==> src/rtl/mem_arbiter.sv <==
// mem_arbiter
//   Two-requester arbiter in front of a single-port word memory. The
//   instruction-fetch port (read only) and the data port (load/store) compete
//   for one access per cycle under a 1-bit round-robin pointer. The request
//   is forwarded combinationally to the memory. A response comes back on the
//   winner's port exactly one cycle later, carrying the memory's registered
//   read data, a store acknowledge, or an access fault.
//
// Ports
//   clk, rst_n                     clock, asynchronous active-low reset
//   if_req_valid/addr/ready        fetch request handshake
//   if_resp_valid/rdata/err        fetch response (one cycle, no backpressure)
//   d_req_valid/we/addr/wdata/ready  data request handshake
//   d_resp_valid/rdata/err         data response (one cycle, no backpressure)
//   mem_write_enable/addr/wdata    memory request, driven from the grant
//   mem_rdata                      memory read data, registered one cycle
//                                  after the address
module mem_arbiter #(
  parameter int MEM_WORDS = 256
) (
  input  logic        clk,
  input  logic        rst_n,
  input  logic        if_req_valid,
  input  logic [31:0] if_req_addr,
  output logic        if_req_ready,
  output logic        if_resp_valid,
  output logic [31:0] if_resp_rdata,
  output logic        if_resp_err,
  input  logic        d_req_valid,
  input  logic        d_req_we,
  input  logic [31:0] d_req_addr,
  input  logic [31:0] d_req_wdata,
  output logic        d_req_ready,
  output logic        d_resp_valid,
  output logic [31:0] d_resp_rdata,
  output logic        d_resp_err,
  output logic        mem_write_enable,
  output logic [31:0] mem_addr,
  output logic [31:0] mem_wdata,
  input  logic [31:0] mem_rdata
);

  typedef enum logic [1:0] {
    KIND_READ  = 2'd0,
    KIND_STORE = 2'd1,
    KIND_FAULT = 2'd2
  } kind_e;

  localparam logic PORT_IF = 1'b0;
  localparam logic PORT_D  = 1'b1;

  // Misaligned or beyond the end of the attached memory.
  function automatic logic addr_fault(input logic [31:0] a);
    return (a[1:0] != 2'b00) || ({2'b00, a[31:2]} >= 32'(MEM_WORDS));
  endfunction

  logic        last_grant;
  logic        resp_pending;
  logic        resp_port;
  kind_e       resp_kind;

  logic        grant_i;
  logic        grant_d;
  logic        g_we;
  logic        g_fault;
  logic [31:0] g_addr;
  logic [31:0] g_wdata;

  // Request side: arbitration and memory drive, all combinational. Gated by
  // rst_n so every output (readys included) is 0 while reset is held.
  always_comb begin
    grant_i = 1'b0;
    grant_d = 1'b0;
    g_we    = 1'b0;
    g_fault = 1'b0;
    g_addr  = 32'd0;
    g_wdata = 32'd0;
    if (rst_n) begin
      // Data wins when alone, or when both ask and fetch won last time.
      if (d_req_valid && (!if_req_valid || last_grant == PORT_IF)) begin
        grant_d = 1'b1;
      end else if (if_req_valid) begin
        grant_i = 1'b1;
      end
    end
    if (grant_d) begin
      g_addr  = d_req_addr;
      g_we    = d_req_we;
      g_wdata = d_req_we ? d_req_wdata : 32'd0;
    end else if (grant_i) begin
      g_addr  = if_req_addr;
    end
    if (grant_i || grant_d) begin
      g_fault = addr_fault(g_addr);
    end
  end

  assign if_req_ready     = grant_i;
  assign d_req_ready      = grant_d;
  assign mem_addr         = g_addr;
  assign mem_wdata        = g_wdata;
  assign mem_write_enable = g_we && !g_fault;

  // Response state: one response per accepted request, one cycle later.
  always_ff @(posedge clk or negedge rst_n) begin
    if (!rst_n) begin
      last_grant   <= PORT_IF;
      resp_pending <= 1'b0;
      resp_port    <= PORT_IF;
      resp_kind    <= KIND_READ;
    end else begin
      resp_pending <= grant_i || grant_d;
      if (grant_i || grant_d) begin
        last_grant <= grant_d ? PORT_D : PORT_IF;
        resp_port  <= grant_d ? PORT_D : PORT_IF;
        if (g_fault) begin
          resp_kind <= KIND_FAULT;
        end else if (g_we) begin
          resp_kind <= KIND_STORE;
        end else begin
          resp_kind <= KIND_READ;
        end
      end
    end
  end

  logic [31:0] resp_rdata;
  logic        resp_err;

  // Only a good read returns memory data; stores and faults return zero.
  assign resp_rdata = (resp_kind == KIND_READ) ? mem_rdata : 32'd0;
  assign resp_err   = (resp_kind == KIND_FAULT);

  assign if_resp_valid = resp_pending && (resp_port == PORT_IF);
  assign d_resp_valid  = resp_pending && (resp_port == PORT_D);
  assign if_resp_rdata = if_resp_valid ? resp_rdata : 32'd0;
  assign if_resp_err   = if_resp_valid && resp_err;
  assign d_resp_rdata  = d_resp_valid ? resp_rdata : 32'd0;
  assign d_resp_err    = d_resp_valid && resp_err;

endmodule

==> config.mk <==
export PLATFORM = sky130hd
export DESIGN_NAME = mem_arbiter
export DESIGN_NICKNAME = d
export VERILOG_FILES = /design/src/rtl/mem_arbiter.sv
export SDC_FILE = /design/constraint.sdc
export NUM_CORES = 1
export LEC_CHECK = 0
export ABC_AREA = 1
export BUFFER_PORTS_ARGS = -buffer_cell sky130_fd_sc_hd__buf_2
export CAP_MARGIN = 5
export CORE_AREA = 2 2 104 106
export DETAILED_ROUTE_END_ITERATION = 8
export DIE_AREA = 0 0 106 108
export PLACE_DENSITY = 0.49
export SETUP_SLACK_MARGIN = 0.05
export SLEW_MARGIN = 10
export SYNTH_ARGS = -nofsm -noshare
export SYNTH_HDL_FRONTEND = slang
export SYNTH_SLANG_ARGS = --single-unit
==> constraint.sdc <==
create_clock -name clk -period 4.1 [get_ports clk]
set_input_delay 0.82 -clock clk [delete_from_list [all_inputs] [get_ports clk]]
set_output_delay 0.82 -clock clk [all_outputs]
set_load 0.03 [all_outputs]
==> flow_summary.ini <==
[outcome]
status = finished clean

[drt]
m1WireLength_um = 3270
routed_wl_um = 8840
drt_pass1_iterations = 4
vias = 3012
wl_met3_um = 808
wire_per_inst_um = 12.6
dr_wl_met2_um = 4630
drtIter0Drc = 238
final_antenna_net_count = 0
drc = 0
via_per_inst = 4.30
top_layer = met4

[grt]
grt_pass1_wl_um = 13300
grt.overflow.total = 0
grt_max_degree = 65
antenna_found_initial = 0
grt_pass1_vias = 2828
track_usage_pct = 14.0

[placed_design]
gp_congestion = 0.867
dpl-instance-area_um2 = 3020
hpwl_um = 7310
port_buffers = 267
post-place-ws_ns = 0.782
place_inst = 697

[timing]
tightest_slew_ns = 1.14
fmax_mhz = 305
slew_headroom_pct = 23.9
clock_skew_ns = 0.00299
rsz0062_at_grt = false
finalCriticalPeriod_ns = 3.28
tns_ns = 0
fin_hold_ws_ns = 0.537
setup_slack_ns = 0.822
finalCritPeriodShare_pct = 80.0
final-max-slew-violation-count = 0
hold_viol_final = 0
final-setup-viol-count = 0

[final_layout]
syn2layout_area_growth_pct = 85.4
drive_gt1_share_pct = 53.4
n_antenna_cell = 0
final_cells = 700
fin_util_pct = 29.9
final_common_cell = buf_2
layout_common_cells = buf_2, nand2_1, nor3_1
fin_nets = 699
design_area_um2 = 3060

[synthesis]
synth_area_um2 = 1650
synth_area_leaders = nor3_1, nand2_1, nor2_1, inv_1, nand4_1
syn_area_per_cell_um2 = 5.14
synth_top_area_cell = nor3_1
ys_seq_elements = 4
synthCells = 321
yosysSeqAreaShare_pct = 6.07
yosysWarningCount = 0
yosysTopAreaCellShare_pct = 20.0
yosysUniqueCellTypes = 24
syn_nets = 454

[worst_setup_path]
startpoint_type = input pin
crit_arrival_ns = 2.46
cp.required_ns = 3.28
slowest_delay_ns = 0.40
end_kind = output port
slowest_stage = a21oi_4
cp_max_fo = 21
path_common_cell = nand2_1
worstPathCellList = buf_2 > nand2_2 > a21oi_4 > nand2_1 > nand2_1 > nor2_1 > nand2_1 > nor2_2 > nand4_1 > inv_1 > buf_2
r2r_setup_slack_ns = 2.41
worst-setup-path-type = in -> out

[clocking]
htree_levels = 1
post_cts_resize_count = 0
numCtsBuffers = 3
cts.sinks = 4
cts_buffer_depth = 2
cts_tree = built
ctsRootBufferMaster = clkbuf_8
cts_setup_buffers = 0
clkTransAtPathRegs_ns = 0.03
clk_latency_ns = 0.21
cts_hold_buf = 0

[floorplanning]
start_util_pct = 16.1
die_area_um2 = 11400
num_rows = 37
fp.coreArea_um2 = 10200
die_y_um = 108
ioPinCount = 268
dieWidth_um = 106

[hold_path]
hp-class = reg -> reg

[pwr]
leakage_nw = 2.03
vdd_drop_max_uv = 79.3
power_density_nw_per_um2 = 146
power_mw = 0.447

[job]
max-cap-violations = 0
power by group:
part	switching (mW)	total (mW)	internal, mW	leakage, nW
Combinational	0.218	0.323	0.105	1.96
Sequential	0.00233	0.0446	0.0423	0.0467
Clock	0.0172	0.0795	0.0623	0.0216
Total	0.238	0.447	0.210	2.03
Yosys cell counts:
| cell | instances |
|---|---|
| nand3_2 | 10 |
| inv_2 | 1 |
| buf_2 | 3 |
| o21ai_0 | 1 |
| nor3_1 | 66 |
| nand2_4 | 2 |
| nand3_4 | 1 |
| buf_1 | 2 |
| nor2_2 | 5 |
| inv_1 | 39 |
| nand4_1 | 17 |
| nand2_2 | 7 |
| clkbuf_1 | 18 |
| buf_8 | 1 |
| buf_6 | 3 |
| nand2_1 | 78 |
| a22o_1 | 8 |
| nand3_1 | 8 |
| buf_4 | 2 |
| inv_4 | 1 |
| nor2_1 | 42 |
| dfrtp_1 | 4 |
| a21oi_4 | 1 |
| or2_2 | 1 |
worst paths after layout:
path                              start               end  cells past startpoint
max                               rst_n  mem_write_enable                     11
min                        resp_kind[1]      resp_kind[1]                      2
max reg2reg                   resp_port      resp_kind[0]                     10
min reg2reg                resp_kind[1]      resp_kind[1]                      2
max in group asynchronous         rst_n      resp_kind[0]                      1
min in group asynchronous         rst_n         resp_port                      1
logic make-up (layout without fill, tap and decap cells):
group                  Yosys count  count (layout)  synth area share, %
AOI/OAI and AO/OA               10              10                 5.53
buffers and inverters           70             313                 18.8
DFF                              4               4                 6.07
and+or+nand+nor                237             237                 69.6
state kept, by name (all words and copies together) (netlist names):
signal / cells
resp_pending: 1
resp_port: 1
resp_kind: 2
layer usage:
metal | up-vias | track usage (%)
li1 | 1524 | -
met1 | 1304 | 15.1
met4 | 0 | 3.20
met2 | 174 | 27.6
met3 | 10 | 2.89
met5 | - | 0
final cells by class:
type / count / area [um^2]
repair buffers: 269 / 1350
inverters: 41 / 156
flip-flops and latches: 4 / 100
fillers: 1157 / 7170
clock buffers: 3 / 41.3
multi-input cells: 247 / 1240
well taps: 136 / 170
worst max-delay path, delay by kind of cell:
family	cells	cell delay, ns
compound gates	1	0.40
buf+inv	3	0.60
simple gates	7	0.63
No activity file was read; power rests on OpenSTA's default activity.
